==> src/rtl/countdown_timer_pkg.sv <==
// Shared definitions for the countdown timer.
// Contents:
//   DEFAULT_WIDTH - default counter / load-value width in bits
//   state_t       - timer state encoding (IDLE, RUN, DONE)
package countdown_timer_pkg;

  localparam int DEFAULT_WIDTH = 4;

  typedef enum logic [1:0] {
    IDLE = 2'd0,
    RUN  = 2'd1,
    DONE = 2'd2
  } state_t;

endpackage

==> src/rtl/countdown_timer_if.sv <==
// Control/status bundle for the countdown timer.
// Signals:
//   LOAD - load D into count and reload register
//   D    - load value (unsigned, WIDTH bits)
//   EN   - count enable
//   AUTO - 1 = reload at terminal count, 0 = stop at zero
//   O    - current count
//   TC   - one-cycle terminal-count pulse
//   BUSY - high while counting
//   ZERO - high when O == 0
// Modports: master drives the controls, slave is the timer itself.
interface countdown_timer_if #(
  parameter int WIDTH = countdown_timer_pkg::DEFAULT_WIDTH
);

  logic             LOAD;
  logic [WIDTH-1:0] D;
  logic             EN;
  logic             AUTO;
  logic [WIDTH-1:0] O;
  logic             TC;
  logic             BUSY;
  logic             ZERO;

  modport master (
    output LOAD, D, EN, AUTO,
    input  O, TC, BUSY, ZERO
  );

  modport slave (
    input  LOAD, D, EN, AUTO,
    output O, TC, BUSY, ZERO
  );

endinterface

==> src/rtl/countdown_timer_dec_borrow.sv <==
// Ripple decrementer built from full-adder cells.
// full_adder ports:
//   a, b, cin - addend bits and carry in
//   sum, cout - sum bit and carry out
// dec_borrow ports:
//   value  - WIDTH-bit operand
//   diff   - value - 1 (modulo 2**WIDTH)
//   borrow - high when value == 0 (the subtraction underflowed)
module full_adder (
  input  logic a,
  input  logic b,
  input  logic cin,
  output logic sum,
  output logic cout
);

  assign sum  = a ^ b ^ cin;
  assign cout = (a & b) | (cin & (a ^ b));

endmodule

module dec_borrow
  import countdown_timer_pkg::*;
#(
  parameter int WIDTH = DEFAULT_WIDTH
) (
  input  logic [WIDTH-1:0] value,
  output logic [WIDTH-1:0] diff,
  output logic             borrow
);

  logic [WIDTH:0] carry;

  assign carry[0] = 1'b0;

  // Adding all ones is subtracting one; the final carry is set for any
  // non-zero operand, so its absence means the decrement borrowed.
  for (genvar i = 0; i < WIDTH; i++) begin : g_bit
    full_adder fa (
      .a   (value[i]),
      .b   (1'b1),
      .cin (carry[i]),
      .sum (diff[i]),
      .cout(carry[i+1])
    );
  end

  assign borrow = ~carry[WIDTH];

endmodule

==> src/rtl/countdown_timer.sv <==
// Loadable down-counter / interval timer.
// Counts a loaded value down to zero on enabled cycles, pulses TC for one
// cycle at terminal count, then either stops (DONE) or reloads (AUTO).
// Ports:
//   CLK    - clock, all state changes on the rising edge
//   RESETN - asynchronous active-low reset
//   bus    - slave side of countdown_timer_if (LOAD, D, EN, AUTO in;
//            O, TC, BUSY, ZERO out)
module countdown_timer
  import countdown_timer_pkg::*;
#(
  parameter int WIDTH = DEFAULT_WIDTH
) (
  input  logic           CLK,
  input  logic           RESETN,
  countdown_timer_if.slave bus
);

  state_t           state;
  state_t           state_next;
  logic [WIDTH-1:0] count;
  logic [WIDTH-1:0] count_next;
  logic [WIDTH-1:0] reload;
  logic [WIDTH-1:0] reload_next;
  logic             tc;
  logic             tc_next;
  logic [WIDTH-1:0] dec;
  logic             borrow;
  logic             at_one;

  dec_borrow #(.WIDTH(WIDTH)) u_dec (
    .value (count),
    .diff  (dec),
    .borrow(borrow)
  );

  // count == 1 exactly when the decrement lands on zero without borrowing.
  assign at_one = ~borrow && (dec == '0);

  always_ff @(posedge CLK or negedge RESETN) begin
    if (!RESETN) begin
      state  <= IDLE;
      count  <= '0;
      reload <= '0;
      tc     <= 1'b0;
    end else begin
      state  <= state_next;
      count  <= count_next;
      reload <= reload_next;
      tc     <= tc_next;
    end
  end

  always_comb begin
    state_next  = state;
    count_next  = count;
    reload_next = reload;
    tc_next     = 1'b0;
    if (bus.LOAD) begin
      count_next  = bus.D;
      reload_next = bus.D;
      state_next  = (bus.D != '0) ? RUN : IDLE;
    end else begin
      unique case (state)
        RUN: begin
          // A zero count never reaches the decrementer output, so O
          // cannot wrap even if RUN were somehow entered with zero.
          if (bus.EN && !borrow) begin
            if (at_one) begin
              tc_next = 1'b1;
              if (bus.AUTO) begin
                count_next = reload;
              end else begin
                count_next = '0;
                state_next = DONE;
              end
            end else begin
              count_next = dec;
            end
          end
        end
        IDLE, DONE: begin
          state_next = state;
        end
        default: begin
          state_next = IDLE;
        end
      endcase
    end
  end

  always_comb begin
    bus.O    = count;
    bus.TC   = tc;
    bus.BUSY = (state == RUN);
    bus.ZERO = (count == '0);
  end

endmodule

==> src/flat_wrapper.sv <==
// flat-port wrapper written by rule: the top's interface ports become plain ports
module countdown_timer_flat import countdown_timer_pkg::*;
#(
  parameter int WIDTH = DEFAULT_WIDTH
)
  (CLK, RESETN, bus_LOAD, bus_D, bus_EN, bus_AUTO, bus_O, bus_TC, bus_BUSY, bus_ZERO);
  countdown_timer_if #(.WIDTH(WIDTH)) bus_i ();
  input  logic CLK;
  input  logic RESETN;
  input wire logic [$bits(bus_i.LOAD)-1:0] bus_LOAD;
  input wire logic [$bits(bus_i.D)-1:0] bus_D;
  input wire logic [$bits(bus_i.EN)-1:0] bus_EN;
  input wire logic [$bits(bus_i.AUTO)-1:0] bus_AUTO;
  output wire logic [$bits(bus_i.O)-1:0] bus_O;
  output wire logic [$bits(bus_i.TC)-1:0] bus_TC;
  output wire logic [$bits(bus_i.BUSY)-1:0] bus_BUSY;
  output wire logic [$bits(bus_i.ZERO)-1:0] bus_ZERO;
  assign bus_i.LOAD = bus_LOAD;
  assign bus_i.D = bus_D;
  assign bus_i.EN = bus_EN;
  assign bus_i.AUTO = bus_AUTO;
  assign bus_O = bus_i.O;
  assign bus_TC = bus_i.TC;
  assign bus_BUSY = bus_i.BUSY;
  assign bus_ZERO = bus_i.ZERO;
  countdown_timer #(.WIDTH(WIDTH)) u_core (.CLK(CLK), .RESETN(RESETN), .bus(bus_i));
endmodule
==> config.mk <==
export PLATFORM = sky130hd
export DESIGN_NAME = countdown_timer_flat
export DESIGN_NICKNAME = d
export VERILOG_FILES = /design/src/rtl/countdown_timer_pkg.sv /design/src/rtl/countdown_timer_if.sv /design/src/rtl/countdown_timer_dec_borrow.sv /design/src/rtl/countdown_timer.sv /design/src/flat_wrapper.sv
export SDC_FILE = /design/constraint.sdc
export NUM_CORES = 1
export LEC_CHECK = 0
export CORE_MARGIN = 2
export CORE_UTILIZATION = 37
export CTS_CLUSTER_SIZE = 40
export DETAILED_ROUTE_END_ITERATION = 16
export MAX_ROUTING_LAYER = met4
export PLACE_DENSITY = 0.67
export SYNTH_ARGS = -nofsm -noshare
export SYNTH_HDL_FRONTEND = slang
export SYNTH_SLANG_ARGS = --single-unit
==> constraint.sdc <==
create_clock -name CLK -period 5.8 [get_ports CLK]
set_input_delay 1.45 -clock CLK [delete_from_list [all_inputs] [get_ports CLK]]
set_output_delay 1.45 -clock CLK [all_outputs]
set_load 0.02 [all_outputs]
==> out/qor.txt, run 1 <==
via count -> 542
Max Freq -> 318 MHz
Yosys top cell by area -> dfrtp_1
gpl congestion -> 0.796
largest net degree at the start of global routing -> 19
postcts setup bufs -> 0
Yosys cell types -> 28
Synth Instances -> 69
post-cts resize count -> 0
DPL Wire Length -> 1080 µm
Area Growth Syn to Fin -> 23.6%
share of layout cells above drive strength 1 -> 0.123
crit path cell chain -> inv_1, ha_1, and3_1, clkdlybuf4s50_1
final WL -> 1400 µm
setup TNS -> 0 ns
Post-synth top flop -> dfrtp_1
Row Count -> 15
I/O Pins -> 16
top post-synthesis cells by area -> dfrtp_1, ha_1, inv_1
Hold Path Class -> reg2reg
CTS tree -> done
DP Area -> 833 µm²
width of the die -> 47.4 µm
htree depth -> 1
Avg Inst Size Synth -> 10.1 µm²
Starting Density -> 0.399
Buf/Inv on CP -> 2
ANT cells -> 0
Routed WL per cell -> 13.2 µm
DR pass1 iterations -> 4
WHS -> 0.519 ns
worst-path fanout max -> 5
Slew headroom -> 0.597
Synth Warn # -> 0
1st-iter DRT viols -> 16
Crit path arrival time -> 1.69 ns
CTS Buf Count -> 3
Post-Layout Cell Count -> 106
Reg2Reg Depth -> 7
Seq cells post-synth -> 11
first-pass GRT wire length -> 2340 µm
Max Slew Vio Count -> 0
Num Clock Sinks -> 11
Worst Skew -> 0.00486 ns
global route overflow -> 0
vias in the first global route -> 512
sequential area share after synthesis -> 0.396
Chip Height -> 47.4 µm
Final ANT Viol Nets -> 0
Longest Clk Path Bufs -> 2
WP depth -> 4
share of the synthesized area in the top cell type -> 0.396
vias per cell -> 5.11
Finished Core Util -> 0.492
placed cell count -> 102
post-route cell area -> 860 µm²
DRC errors left -> 0
Worst path slowest cell -> clkdlybuf4s50_1
outcome -> finished, final reports clean
clk_lat worst skew -> 0.27 ns
CTS Hold Bufs -> 0
Final min period -> 3.14 ns
synthesized area -> 696 µm²
Post-synth EDFFs -> 0
PwrDens -> 256 nW/µm²
ys async rst share -> 1.00
initial antenna violation count -> 0
Worst Setup End Kind -> output pin
CP Launch Type -> flip-flop
critical path type -> reg2out
Static Leakage -> 0.377 nW
Reg clk slew, reported paths -> 0.08 ns
All-Layer GR Usage -> 0.158
syn_nets -> 83
unrepaired setup endpoints after global routing -> false
final setup violation count -> 0
Max-Cap Viols -> 0
Hold Crit Depth -> 1
Worst IR Drop VDD -> 0.000120 V
worst-margin pin slew -> 0.603 ns
number of port buffers -> 15
crit share post-route -> 0.541
Filler Cell Count -> 160
Layout Nets -> 96
CP top delay family -> buffers and inverters
die area -> 2240 µm²
Root Buffer -> clkbuf_4
Hold Fails Final Rpt -> 0
Crit path required time -> 4.35 ns
CORE AREA -> 1750 µm²
critical path's largest stage delay -> 0.59 ns
-- state kept, by name (all words and copies together), names as in the netlist --
| register | flops |
|---|---|
| u_core.bus.TC | 1 |
| u_core.state | 2 |
| u_core.reload | 4 |
| u_core.bus.O | 4 |
-- cell families after synthesis --
logic type | share of synthesized area
DFF | 0.396
AOI/OAI and AO/OA | 0.155
muxes | 0.0594
and+or+nand+nor | 0.189
buffers and inverters | 0.112
adders and majority gates | 0.0899
-- area by class of cell --
type | instances | area (µm²) | area share
clock buffer | 4 | 26.3 | 0.0306
inverter | 9 | 33.8 | 0.0393
multi-input combinational | 42 | 343 | 0.399
sequential | 11 | 275 | 0.320
tap | 25 | 31.3 | 0.0364
timing repair buffer | 15 | 150 | 0.175
-- synthesized netlist by cell type (2+ instances only) --
cell / n
dfrtp_1: 11
inv_1: 9
nand2_1: 6
ha_1: 5
o21ai_0: 5
buf_4: 4
a311oi_1: 2
buf_2: 2
mux2_4: 2
nand2b_1: 2
nand4b_1: 2
nor2b_1: 2
o31ai_1: 2
-- stage by stage --
stage,total power [mW],setup WS (ns)
after floorplan,0.144,3.50
after global placement,0.164,2.91
after detailed placement,0.166,2.83
after CTS,0.221,2.65
after global routing,0.232,2.59
final,0.220,2.66
-- worst paths after layout --
kind / startpoint / endpoint / slack, ns
hold / removal: u_core.reload[0]$_DFFE_PN0P_ / u_core.reload[0]$_DFFE_PN0P_ / 0.52
hold reg to reg: u_core.reload[0]$_DFFE_PN0P_ / u_core.reload[0]$_DFFE_PN0P_ / 0.52
max in group asynchronous: RESETN / u_core.state[0]$_DFFE_PN0P_ / 3.94
setup / recovery: u_core.bus.O[0]$_DFFE_PN0P_ / bus_ZERO / 2.66
min in group asynchronous: RESETN / u_core.bus.O[2]$_DFFE_PN0P_ / 1.51
setup reg to reg: u_core.bus.O[0]$_DFFE_PN0P_ / u_core.bus.O[3]$_DFFE_PN0P_ / 3.58
-- per-layer routing --
layer  part of all wire  up-vias  track usage
met5                  0        -            -
met4              0.024        0       0.0667
met3              0.042        7       0.0231
met2               0.46       18        0.235
met1               0.47      254        0.214
li1                   -      263            -
-- where the power goes --
part | switching (mW) | internal [mW]
logic | 0.0385 | 0.0374
registers | 0.00489 | 0.0841
clock network | 0.0282 | 0.0267
-- layout by cell type (no fill, tap or decap), drive strengths merged --
cell type,netlist,routed
nor3,1,1
and2,2,2
nor2b,2,2
o311ai,1,1
nand4bb,1,1
clkbuf,1,4
and4b,1,1
o41ai,1,1
dfrtp,11,11
a21oi,1,1
ha,5,5
nand2b,2,2
nand2,6,6
and3b,1,1
and3,1,1
inv,9,9
nand4b,2,2
clkdlybuf4s50,0,15
mux2,3,3
o21ai,5,5
a311oi,2,2
o31ai,3,3
nand3b,1,1
a22oi,1,1
Note: power is estimated with default switching activity, not from simulation.
==> run 2, diff against run 1 <==
- PLACE_DENSITY: 0.67 -> 0.69
- clock period: 5.8 -> 2.8 ns (I/O delays scaled with it)
==> run 2 against run 1 <==
Against the previous run:
- via count fell by 2.4%
- die area did not move
- clock-buffer cell count did not move
- non-clock buffer count did not move
- sequential cell count did not move
- largest power group unchanged
==> out/qor.txt, run 2 (synthesis results as in run 1) <==
outcome -> finished, final reports clean
via count -> 529
1st-iter DRT viols -> 6
Critical R2R Launch -> u_core.bus.O[0]$_DFFE_PN0P_
first-pass GRT wire length -> 2270 µm
postcts setup bufs -> 0
Row Count -> 15
I/O Pins -> 16
CORE AREA -> 1750 µm²
Starting Density -> 0.399
Max-Cap Viols -> 0
worst-margin pin slew -> 0.588 ns
Chip Height -> 47.4 µm
Switching Share -> 0.315
Routed WL per cell -> 12.5 µm
largest net degree at the start of global routing -> 19
Filler Cell Count -> 171
Max Slew Vio Count -> 0
critical path type -> reg2out
Slew headroom -> 0.607
hold endpoint -> u_core.reload[0]$_DFFE_PN0P_
Max Freq -> 421 MHz
R2R Path End -> u_core.bus.O[3]$_DFFE_PN0P_
global route overflow -> 0
htree depth -> 1
Buf/Inv on CP -> 2
width of the die -> 47.4 µm
Storage cell area -> 275 µm²
Worst IR Drop VDD -> 0.000250 V
PwrDens -> 521 nW/µm²
share of layout cells above drive strength 1 -> 0.123
Worst Skew -> 0.00367 ns
most frequent cells in the layout -> clkdlybuf4s50_1, dfrtp_1, inv_1, nand2_1
Hold Fails Final Rpt -> 0
Comb pwr share -> 0.347
Crit path required time -> 2.10 ns
Root Buffer -> clkbuf_4
DPL Wire Length -> 1040 µm
setup TNS -> 0 ns
DRC errors left -> 0
ANT cells -> 0
DR pass1 iterations -> 4
Final ANT Viol Nets -> 0
crit path cell chain -> inv_1, ha_1, and3_1, clkdlybuf4s50_1
CTS tree -> done
Longest Clk Path Bufs -> 2
Final min period -> 2.38 ns
WHS -> 0.511 ns
hold_sp -> u_core.reload[0]$_DFFE_PN0P_
CP top delay family -> buffers and inverters
critical path's largest stage delay -> 0.59 ns
Layout Nets -> 96
Reg2Reg Depth -> 7
final WL -> 1330 µm
vias per cell -> 4.99
die area -> 2240 µm²
All-Layer GR Usage -> 0.157
crit share post-route -> 0.849
Static Leakage -> 0.377 nW
Power Internal -> 307 µW
Worst Setup End Kind -> output pin
final setup violation count -> 0
R2R setup slack -> 0.65 ns
Switching Power -> 141 µW
initial antenna violation count -> 0
gpl congestion -> 0.760
unrepaired setup endpoints after global routing -> false
CTS Buf Count -> 3
Flop pwr share -> 0.411
area of the multi-input gates -> 343 µm²
Hold Crit Depth -> 1
number of port buffers -> 15
Worst path slowest cell -> clkdlybuf4s50_1
most common cell after layout, fill and taps aside -> clkdlybuf4s50_1
worst-path fanout max -> 5
Reg clk slew, reported paths -> 0.07 ns
Num Clock Sinks -> 11
Area Growth Syn to Fin -> 23.6%
post-cts resize count -> 0
CP Launch Type -> flip-flop
power share of the clock group -> 0.242
Crit path arrival time -> 1.68 ns
vias in the first global route -> 502
clk_lat worst skew -> 0.26 ns
CTS Hold Bufs -> 0
Hold Path Class -> reg2reg
-- run 2: how the worst max path moves through the flow --
stage | start | end | cells after the start
after floorplan | u_core.bus.O[0]$_DFFE_PN0P_ | u_core.bus.O[1]$_DFFE_PN0P_ | 7
after global placement | bus_EN | u_core.bus.O[3]$_DFFE_PN0P_ | 4
after detailed placement | bus_EN | u_core.bus.O[3]$_DFFE_PN0P_ | 4
after CTS | u_core.bus.O[0]$_DFFE_PN0P_ | bus_ZERO | 4
after global routing | u_core.bus.O[0]$_DFFE_PN0P_ | bus_ZERO | 4
final | u_core.bus.O[0]$_DFFE_PN0P_ | bus_ZERO | 4
-- run 2: layout make-up --
cell class,count,area share
clock buffers,4,0.0306
inverters,9,0.0393
multi-input cells,42,0.399
flip-flops and latches,11,0.320
well taps,25,0.0364
repair buffers,15,0.175
-- run 2: power groups by stage --
stage                     sequential [mW]  clock [mW]  combinational (mW)
final                               0.184       0.108               0.156
after global routing                0.187       0.118               0.174
after CTS                           0.185       0.111               0.157
after detailed placement            0.188           0               0.156
after global placement              0.187           0               0.153
after floorplan                     0.185           0               0.113
-- run 2: worst reg2reg max path, cell delays in order, from the launching register on --
cell	delay (ns)
dfrtp_1	0.43
inv_1	0.09
ha_1	0.20
ha_1	0.18
ha_1	0.21
nand4bb_1	0.41
a311oi_1	0.38
o31ai_1	0.11
-- run 2: through the flow --
step | cell area [µm²] | setup slack [ns] | instances | total power, mW | util
after floorplan | 696 | 0.839 | 69 | 0.299 | -
after global placement | 833 | 0.668 | 102 | 0.340 | 0.477
after detailed placement | 833 | 0.595 | 102 | 0.344 | 0.477
after CTS | 860 | 0.406 | 106 | 0.452 | 0.492
after global routing | 860 | 0.318 | 106 | 0.479 | 0.492
final | 860 | 0.423 | 106 | 0.448 | 0.492
-- run 2: metal layers --
layer	share of wire	global-route usage	up-vias
li1	-	-	262
met1	0.49	0.208	251
met2	0.45	0.230	12
met3	0.035	0.0231	4
met4	0.020	0.0833	0
met5	0	-	-
==> RTL edit 1 (flow settings as in run 2) <==
The package constant `DEFAULT_WIDTH` goes from 4 to 6.
--- a/src/rtl/countdown_timer_pkg.sv
+++ b/src/rtl/countdown_timer_pkg.sv
@@ -4,7 +4,7 @@
 //   state_t       - timer state encoding (IDLE, RUN, DONE)
 package countdown_timer_pkg;
 
-  localparam int DEFAULT_WIDTH = 4;
+  localparam int DEFAULT_WIDTH = 6;
 
   typedef enum logic [1:0] {
     IDLE = 2'd0,
Interface: changed (resized bus_D and bus_O); port bits go from 16 to 20. The function was not compared with the original's and may differ.
==> RTL edit 1 against run 2 <==
Design area grew 31%. Setup slack worse by 0.096 ns. Synthesized cell count is 43% higher. Synthesized area increased by 32%. Utilization decreased by 2.7 points. Maximum frequency decreased by 3.9%. Critical path type is now flop to flop. Routed wire length grew 42%. Total power is 22% higher. Sequential cell count grew 4.
==> RTL edit 1: results (changes against run 2) <==
sequential element share of the synthesized area 0.408 (was 0.396); Layout Nets 133 (was 96); buffers added on ports 19 (was 15); Worst Path Max Fanout 10 (was 5); Synth area leaders dfrtp_1 41%, ha_1 9.5%, buf_4 5.7% (was dfrtp_1 40%, ha_1 9.0%, inv_1 4.9%); Clock Tree Root clkbuf_4 (unchanged); Iter 0 DRT Violations 12 (was 6); Chip Width 53.9 um (was 47.4 um); average via count per standard cell 5.11 (was 4.99); clock slew at reported path FFs 0.10 ns (was 0.07 ns); Worst Tran Pin Value 0.692 ns (was 0.588 ns); status completed (unchanged); dpl cells 140 (was 102); GR Util All Layers 0.156 (was 0.157); worst-skew pair later-pin latency 0.29 ns (was 0.26 ns); Net Count, Synth 117 (was 83); Worst Hold Class flop to flop (unchanged); first-pass GRT wire length 3020 um (was 2270 um); n_diodes 0 (unchanged); commonest cells in the netlist 15 x dfrtp_1, 12 x inv_1, 12 x nand2_1 (was 11 x dfrtp_1, 9 x inv_1, 6 x nand2_1, 5 x ha_1, 5 x o21ai_0); number of global-route vias before repair 683 (was 502); WP data arrival 2.70 ns (was 1.68 ns); Leak 0.527 nW (was 0.377 nW); largest net degree at the start of global routing 16 (was 19); Mapped Cells 99 (was 69); HPWL after DPL 1460 um (was 1040 um); Switching Fraction 0.328 (was 0.315); clock skew 0.00856 ns (was 0.00367 ns); share of cells above drive strength 1 0.0702 (was 0.123); fraction of registers with async set/reset 1.00 (unchanged); Worst VDD drop 0.289 mV (was 0.250 mV); Netlist cell types 29 (was 28); wire per inst 13.1 um (was 12.5 um); Vias 736 (was 529); RD Place Congestion 0.833 (was 0.760)
## RTL edit 1: per-stage QoR
stage | worst slack, ns | cell area (um2) | hold slack [ns] | util
after floorplan | 0.530 | 920 | 0.404 | -
after global placement | 0.451 | 1090 | 0.512 | 0.454
after detailed placement | 0.341 | 1090 | 0.521 | 0.454
after CTS | 0.325 | 1120 | 0.538 | 0.466
after global routing | 0.154 | 1120 | 0.560 | 0.466
final | 0.327 | 1120 | 0.540 | 0.466
## RTL edit 1: cell type report
type	count	area (um2)
fill	243	1290
multi-input combinational	63	439
sequential	15	375
timing repair buffer	20	198
inverter	12	45.0
tap	30	37.5
clock buffer	3	22.5
clock inverter	1	5.00
## RTL edit 1: cell families (layout without fill, tap and decap cells)
| kind of cell | after synthesis | count (layout) | synth area share |
|---|---|---|---|
| compound gates | 22 | 22 | 0.159 |
| fa+ha+maj | 7 | 7 | 0.0952 |
| buf+inv | 21 | 36 | 0.114 |
| flops | 15 | 15 | 0.408 |
| mux | 1 | 1 | 0.0109 |
| simple gates | 33 | 33 | 0.212 |
## RTL edit 1: power by group through the flow
| stage | combinational [mW] | sequential [mW] | clock, mW |
|---|---|---|---|
| floorplan | 0.117 | 0.253 | 0 |
| global placement | 0.163 | 0.256 | 0 |
| detailed placement | 0.166 | 0.257 | 0 |
| CTS | 0.166 | 0.253 | 0.131 |
| global route | 0.183 | 0.255 | 0.141 |
| finish | 0.164 | 0.253 | 0.128 |
## RTL edit 1: worst max-delay path, cell delays in order, from the launching register on
cell	delay, ns
dfrtp_1	0.42
inv_1	0.09
ha_1	0.20
ha_1	0.18
ha_1	0.19
ha_1	0.19
ha_1	0.22
and4bb_1	0.48
o311ai_1	0.17
a21oi_1	0.18
a41o_1	0.11
## RTL edit 1: path summary, 6_finish.rpt
kind | slack (ns) | end | cells after the start | from
setup / recovery | 0.33 | u_core.bus.O[0]$_DFFE_PN0P_ | 10 | u_core.bus.O[0]$_DFFE_PN0P_
hold / removal | 0.54 | u_core.reload[5]$_DFFE_PN0P_ | 2 | u_core.reload[5]$_DFFE_PN0P_
setup reg to reg | 0.33 | u_core.bus.O[0]$_DFFE_PN0P_ | 10 | u_core.bus.O[0]$_DFFE_PN0P_
hold reg to reg | 0.54 | u_core.reload[5]$_DFFE_PN0P_ | 2 | u_core.reload[5]$_DFFE_PN0P_
max in group asynchronous | 1.54 | u_core.state[0]$_DFFE_PN0P_ | 1 | RESETN
min in group asynchronous | 0.82 | u_core.bus.O[2]$_DFFE_PN0P_ | 1 | RESETN
## RTL edit 1: per-layer routing
metal,part of all wire,routed length [um],GRT usage
met1,0.49,921,0.196
met2,0.45,845,0.232
met3,0.037,69,0.0250
met4,0.025,47,0.103
met5,0,0,-
==> RTL edit 2 (config.mk and constraints of run 2) <==
Without the edit above. Encoding of `state_t`: now one-hot (3 bits for 3 states).
--- a/src/rtl/countdown_timer_pkg.sv
+++ b/src/rtl/countdown_timer_pkg.sv
@@ -6,10 +6,10 @@
 
   localparam int DEFAULT_WIDTH = 4;
 
-  typedef enum logic [1:0] {
-    IDLE = 2'd0,
-    RUN  = 2'd1,
-    DONE = 2'd2
+  typedef enum logic [2:0] {
+    IDLE = 3'b001,
+    RUN  = 3'b010,
+    DONE = 3'b100
   } state_t;
 
 endpackage
Check against the original RTL: same outputs for any inputs over 10 cycles, from zero or initial values and one cycle with RESETN low; not proved beyond that.
==> RTL edit 2 against run 2 <==
Synthesized cell count down 4.3%. Routed wire length down 1.4%. Setup slack gained 0.0083 ns. Sequential cell count grew 1. First-iteration DRC count grew 50%. Synthesized area up 3.6%. Maximum frequency rose by 0.35%. Clock power about the same. Total power is 4.5% higher. Design area grew 3.9%. Critical endpoint unchanged.
==> RTL edit 2: results (changes against run 2) <==
status completed (unchanged); Iter 0 DRT Violations 9 (was 6); 1st-pass router iterations 5 (was 4); clock skew 0.00843 ns (was 0.00367 ns); compound-gate portion of the synthesized area 0.120 (was 0.155); largest net degree at the start of global routing 17 (was 19); Layout Nets 95 (was 96); Internal 0.326 mW (was 0.307 mW); Netlist cell types 31 (was 28); syn_area_per_cell 10.9 um2 (was 10.1 um2); Max stage delay on crit path 0.59 ns (about the same); Synth Area in XOR/XNOR 0.0122 (was 0); Net Count, Synth 80 (was 83); R2R setup slack 0.76 ns (was 0.65 ns); RD Place Congestion 0.783 (was 0.760); R2R Path End u_core.bus.O[1]$_DFFE_PN0P_ (was u_core.bus.O[3]$_DFFE_PN0P_); area grow syn2layout 24.0% (was 23.6%); Worst VDD drop 0.228 mV (was 0.250 mV); commonest cells in the netlist 11 x dfrtp_1, 5 x ha_1, 5 x inv_1, 5 x nand2_1, 4 x buf_4 (was 11 x dfrtp_1, 9 x inv_1, 6 x nand2_1, 5 x ha_1, 5 x o21ai_0); cell family with most CP delay buffers and inverters (unchanged); pre-CTS WS 0.570 ns (was 0.595 ns); FF-to-FF Start u_core.bus.O[0]$_DFFE_PN0P_ (unchanged); number of global-route vias before repair 499 (was 502); sequential element share of the synthesized area 0.418 (was 0.396); Max Clk Rate 0.422 GHz (was 0.421 GHz); mux share of post-synthesis cell area 0.0903 (was 0.0594); Worst Tran Pin Value 0.545 ns (was 0.588 ns); buffers added on ports 15 (unchanged); WP data arrival 1.67 ns; Synth Area in Adders 0.0868 (was 0.0899); Synth area leaders dfrtp_1 38%, ha_1 8.7%, mux2_2 4.7% (was dfrtp_1 40%, ha_1 9.0%, inv_1 4.9%); dpl cell area 867 um2 (was 833 um2); Final Non-Filler Cells 105 (was 106); first-pass GRT wire length 2240 um (was 2270 um); WHS Endpoint u_core.reload[1]$_DFFE_PN0P_ (was u_core.reload[0]$_DFFE_PN0P_); share of cells above drive strength 1 0.125 (was 0.123); minimum hold slack 0.513 ns (was 0.511 ns); average via count per standard cell 4.93 (was 4.99); GR Util All Layers 0.144 (was 0.157); setup bufs post-CTS 0 (unchanged); Filler Cell Count 158 (was 171); dpl cells 101 (was 102); HP Start u_core.reload[1]$_DFFE_PN0P_ (was u_core.reload[0]$_DFFE_PN0P_); Leak 0.375 nW (was 0.377 nW); HPWL after DPL 1080 um (was 1040 um); wire per inst 12.5 um (about the same)
[RTL edit 2: routing by layer]
| metal | GRT usage | wire (um) |
|---|---|---|
| met1 | 0.185 | 625 |
| met2 | 0.232 | 629 |
| met4 | 0.0649 | 14 |
| met3 | 0.0111 | 38 |
| met5 | - | 0 |
[RTL edit 2: how the worst max path moves through the flow]
stage | start | end | cells past startpoint
CTS | u_core.bus.O[0]$_DFFE_PN0P_ | bus_ZERO | 4
detailed placement | bus_LOAD | u_core.bus.O[1]$_DFFE_PN0P_ | 4
global route | u_core.bus.O[0]$_DFFE_PN0P_ | bus_ZERO | 4
finish | u_core.bus.O[0]$_DFFE_PN0P_ | bus_ZERO | 4
floorplan | u_core.bus.O[0]$_DFFE_PN0P_ | u_core.bus.O[0]$_DFFE_PN0P_ | 7
global placement | bus_LOAD | u_core.bus.O[1]$_DFFE_PN0P_ | 4
[RTL edit 2: logic make-up (layout without fill, tap and decap cells)]
family | Yosys count | count (layout)
and+or+nand+nor | 21 | 21
DFF | 12 | 12
AOI/OAI and AO/OA | 11 | 11
buffers and inverters | 10 | 24
muxes | 6 | 6
adders and majority gates | 5 | 5
xor gates and xnor gates | 1 | 1
[RTL edit 2: layout make-up]
type                    count  area share
multi-input cells          44       0.409
flip-flops and latches     12       0.338
repair buffers             15       0.168
well taps                  25      0.0350
clock buffers               4      0.0294
inverters                   5      0.0210
[RTL edit 2: power by group through the flow]
stage               logic (mW)  registers (mW)  clock network, mW
floorplan                0.106           0.207                  0
global placement         0.150           0.210                  0
detailed placement       0.154           0.211                  0
CTS                      0.155           0.208              0.115
global route             0.170           0.211              0.126
finish                   0.153           0.207              0.108
